--- config.mk ---
export PLATFORM = sky130hd
export DESIGN_NAME = vedic_8x8
export DESIGN_NICKNAME = d
export VERILOG_FILES = /design/src/rtl/vedic_8x8.sv
export SDC_FILE = /design/constraint.sdc
export NUM_CORES = 1
export LEC_CHECK = 0
export ABC_AREA = 1
export CAP_MARGIN = 10
export CORE_MARGIN = 5
export CORE_UTILIZATION = 45
export DETAILED_ROUTE_END_ITERATION = 7
export PLACE_DENSITY = 0.7
export SETUP_SLACK_MARGIN = 0.1
export SLEW_MARGIN = 30
export SYNTH_ARGS = -nofsm -noshare
export SYNTH_HDL_FRONTEND = slang
export SYNTH_SLANG_ARGS = --single-unit
--- constraint.sdc ---
create_clock -name clk -period 0.8 [get_ports clk]
set_input_delay 0.24 -clock clk [delete_from_list [all_inputs] [get_ports clk]]
set_output_delay 0.24 -clock clk [all_outputs]
set_load 0.05 [all_outputs]
--- src/rtl/vedic_8x8.sv ---
// Unsigned 8x8 Vedic (Urdhva-Tiryagbhyam) multiplier with a registered 16-bit product.
// The core is built as 2x2 -> 4x4 -> 8x8 cells joined by ripple-carry adders.

module vedic_ha (
   input  logic x,
   input  logic y,
   output logic s,
   output logic c
);
   assign s = x ^ y;
   assign c = x & y;
endmodule

// Ripple-carry adder with no carry-out; callers zero-extend operands so the top carry is never lost.
module vedic_rca #(
   parameter int W = 4
) (
   input  logic [W-1:0] x,
   input  logic [W-1:0] y,
   output logic [W-1:0] s
);
   logic [W-1:0] c;

   assign c[0] = 1'b0;

   for (genvar i = 0; i < W; i++) begin : g_bit
      assign s[i] = x[i] ^ y[i] ^ c[i];
      if (i < W - 1) begin : g_carry
         assign c[i+1] = (x[i] & y[i]) | (x[i] & c[i]) | (y[i] & c[i]);
      end
   end
endmodule

module vedic_2x2 (
   input  logic [1:0] a,
   input  logic [1:0] b,
   output logic [3:0] p
);
   logic cross_c;

   assign p[0] = a[0] & b[0];

   vedic_ha u_ha_cross (
      .x (a[1] & b[0]),
      .y (a[0] & b[1]),
      .s (p[1]),
      .c (cross_c)
   );

   vedic_ha u_ha_high (
      .x (a[1] & b[1]),
      .y (cross_c),
      .s (p[2]),
      .c (p[3])
   );
endmodule

module vedic_4x4 (
   input  logic [3:0] a,
   input  logic [3:0] b,
   output logic [7:0] p
);
   logic [3:0] q0, q1, q2, q3;
   logic [4:0] mid_sum;
   logic [5:0] upper_sum;

   vedic_2x2 u_ll (.a(a[1:0]), .b(b[1:0]), .p(q0));
   vedic_2x2 u_hl (.a(a[3:2]), .b(b[1:0]), .p(q1));
   vedic_2x2 u_lh (.a(a[1:0]), .b(b[3:2]), .p(q2));
   vedic_2x2 u_hh (.a(a[3:2]), .b(b[3:2]), .p(q3));

   // Both crosswise terms share weight 4; add them first, then fold into {q3, q0[3:2]}.
   vedic_rca #(.W(5)) u_add_mid (
      .x ({1'b0, q1}),
      .y ({1'b0, q2}),
      .s (mid_sum)
   );

   vedic_rca #(.W(6)) u_add_upper (
      .x ({q3, q0[3:2]}),
      .y ({1'b0, mid_sum}),
      .s (upper_sum)
   );

   assign p = {upper_sum, q0[1:0]};
endmodule

module vedic_8x8_core (
   input  logic [7:0]  a,
   input  logic [7:0]  b,
   output logic [15:0] p
);
   logic [7:0]  q0, q1, q2, q3;
   logic [8:0]  mid_sum;
   logic [11:0] upper_sum;

   vedic_4x4 u_ll (.a(a[3:0]), .b(b[3:0]), .p(q0));
   vedic_4x4 u_hl (.a(a[7:4]), .b(b[3:0]), .p(q1));
   vedic_4x4 u_lh (.a(a[3:0]), .b(b[7:4]), .p(q2));
   vedic_4x4 u_hh (.a(a[7:4]), .b(b[7:4]), .p(q3));

   vedic_rca #(.W(9)) u_add_mid (
      .x ({1'b0, q1}),
      .y ({1'b0, q2}),
      .s (mid_sum)
   );

   // The low nibble of q0 passes straight through; everything above it sums in 12 bits.
   vedic_rca #(.W(12)) u_add_upper (
      .x ({q3, q0[7:4]}),
      .y ({3'b000, mid_sum}),
      .s (upper_sum)
   );

   assign p = {upper_sum, q0[3:0]};
endmodule

module vedic_8x8 (
   input  logic        clk,
   input  logic        rst_n,
   input  logic [7:0]  a,
   input  logic [7:0]  b,
   output logic [15:0] result
);
   logic [15:0] core_product;

   vedic_8x8_core u_core (
      .a (a),
      .b (b),
      .p (core_product)
   );

   always_ff @(posedge clk or negedge rst_n) begin
      if (!rst_n) begin
         result <= 16'h0000;
      end else begin
         result <= core_product;
      end
   end
endmodule

==> results.sh <==
export IMPL_status="finished, violations left"
export IMPL_violations="negative setup slack"
export IMPL_drt_iter0_drc=116
export IMPL_whs_ps=324
export IMPL_viasPerCell=4.51
export IMPL_die_x_um=87.1
export IMPL_worstPathArrival_ps=5310
export IMPL_switchingPower_uw=3540
export IMPL_synthesis_nets=428
export IMPL_finalNonFillerCells=450
export IMPL_p_int_uw=4410
export IMPL_ys_types=9
export IMPL_core_area_um2=5850
export IMPL_cts_tree="done"
export IMPL_final_setup_worst_slack_ps=-4370
export IMPL_peakVddDrop_uv=1990
export IMPL_netSwitchingFraction=0.445
export IMPL_grt_usage=0.164
export IMPL_die_area_um2=7580
export IMPL_largest_register="result"
export IMPL_critPathLaunchType="primary input"
export IMPL_maxSlewHeadroom=0.829
export IMPL_final_min_clock_period_ps=5170
export IMPL_period_share=6.47
export IMPL_num_io_pins=34
export IMPL_synth_top_area_frac=0.322
export IMPL_gr_max_usage_layer="met2"
export IMPL_wl_mm=6.27
export IMPL_floorplan_initialDensity=0.457
export IMPL_netlist_area_um2=2670
export IMPL_clk_pin_slew_ps=60
export IMPL_yosysMostFrequentCell="inv_1"
export IMPL_largest_reg_flops=16
export IMPL_drive_gt1_frac=0.395
export IMPL_hold_violations=0
export IMPL_fin_nets=481
export IMPL_avgSynthCellArea_um2=8.28
export IMPL_grt_pass1_vias=2192
export IMPL_drt_pass1_iterations=4
export IMPL_dp_hpwl_mm=4.82
export IMPL_grtUsageMet1=0.188
export IMPL_design_area_um2=3860
export IMPL_timing_fmax_ghz=0.193
export IMPL_synth_edf_count=0
export IMPL_maxCapViolations=0
export IMPL_slew_viol_final=0
export IMPL_grt_max_degree=17
export IMPL_yosys_top_cells_area="fa_1, ha_1, inv_1, dfrtp_1, nand2_1"
export IMPL_place_gp_congestion=0.858
export IMPL_synthesis_instances=323
export IMPL_htree_levels=1
export IMPL_grtUsageMet2=0.314
export IMPL_ant_nets=0
export IMPL_pwr_share_seq=0.189
export IMPL_io_buffers=33
export IMPL_root_buffer="clkbuf_8"
export IMPL_static_leakage_power_uw=0.00224
export IMPL_synthFlopType="dfrtp_1"
export IMPL_clock_path_buffers=2
export IMPL_die_h_um=87.1
export IMPL_grt_pass1_wl_mm=9.65
export IMPL_crit_path_end_kind="flop"
export IMPL_antennaDiodeCount=0
export IMPL_syn2layout_area_growth_pct=44.5
export IMPL_cts_num_sinks=16
export IMPL_critPathMaxFanout=4
export IMPL_setup_violations=30
export IMPL_worstHoldPathType="in2async"
export IMPL_num_rows=28
export IMPL_utilization=0.660
export IMPL_worstSetupPathType="in2reg"
export IMPL_dp_cells=437
export IMPL_placed_cell_area_um2=3430
export IMPL_yosysTopAreaCell="fa_1"
export IMPL_overflow=0
export IMPL_worst_slew_pin_slew_ps=255
export IMPL_ys_seq_elements=16
export IMPL_reg_largest_list="result: 16 flops"
export IMPL_clockPowerShare=0.076
export IMPL_async_flop_share=1.00
export IMPL_power_density_nw_per_um2=2060
export IMPL_synth_yosys_seq_area_share=0.150
export IMPL_avgRoutedWirePerCell_um=13.9
export IMPL_n_fill_cell=420
export IMPL_met3_usage=0.00946
export IMPL_via_count=2031
export IMPL_antenna_found_initial=0
export IMPL_cts_buffers=3
export IMPL_p_comb_frac=0.735
export IMPL_rsz0062_at_grt="true"
export IMPL_drc_errors=0
export IMPL_total_power_uw=7940
export IMPL_ys_warn_count=0
export IMPL_synthTopCellsByCount="inv_1, nand2_1, ha_1"
export IMPL_required_ps=940
## cell usage in the layout, fill, tap and decap left out, drive strengths merged, types with 2 or more instances in the layout
cell,count
fa,43
buf,55
dfrtp,16
nand2,69
ha,44
clkbuf,5
xor2,2
inv,131
dlymetal6s2s,6
## power by group through the flow
stage,clock (uW),combinational [uW],sequential [uW]
after floorplan,0,1990,2510
after global placement,0,5070,1510
after detailed placement,0,5310,1520
after CTS,620,5570,1510
after global routing,660,6380,1550
final,603,5840,1500
## stage by stage
step	setup TNS [ps]	setup WS [ps]
after floorplan	-42870	-4410
after global placement	-51620	-5000
after detailed placement	-53240	-5180
after CTS	-46220	-4540
after global routing	-46360	-4480
final	-45230	-4370
## layer usage
metal | up-vias | part of all wire | wire length (um)
li1 | 974 | - | -
met1 | 984 | 0.38 | 2370
met2 | 54 | 0.55 | 3460
met3 | 19 | 0.036 | 225
met4 | 0 | 0.034 | 213
met5 | - | 0 | 0
## cell families (layout without fill, tap and decap cells)
family                   Yosys count  count (layout)  synth area share
buffers and inverters            147             199             0.214
XOR/XNOR                           3               3           0.00983
adder cells (fa/ha/maj)           87              87             0.528
flip-flops                        16              16             0.150
AND/OR/NAND/NOR                   70              70            0.0987
## critical path, cell delays in order
cell,delay (ps)
buf_12,110
nand2_4,70
inv_4,40
ha_4,250
fa_2,440
fa_2,350
fa_2,380
fa_2,380
fa_1,470
inv_2,90
fa_2,210
fa_2,200
fa_2,190
inv_2,40
fa_2,340
fa_2,350
fa_2,350
fa_2,360
ha_4,170
ha_4,160
nand3_2,50
nand2_1,50
## final timing paths
kind | startpoint | end | slack (ps) | depth (start not counted)
max in group asynchronous | rst_n | result[8] | 340 | 2
worst max-delay path | b[0] | result[15] | -4370 | 22
min in group clk | a[0] | result[1] | 360 | 4
worst min-delay path | rst_n | result[7] | 320 | 2
## final cells by class
cell class              count  area (um2)  share of cell area
well taps                  75        93.8              0.0243
inverters                 131         494               0.128
clock buffers               4        45.0              0.0117
multi-input cells         160        2000               0.517
flip-flops and latches     16         419               0.108
repair buffers             64         812               0.210
## timing repair
action                                 4_1_cts  5_1_grt
gates resized for setup                     78       55
hold buffers                                 0        0
setup buffers                                7        2
setup endpoints to repair                   32       30
endpoints found under the hold margin        0        0
pin swaps                                   29       35
(Power assumes the default switching activity.)
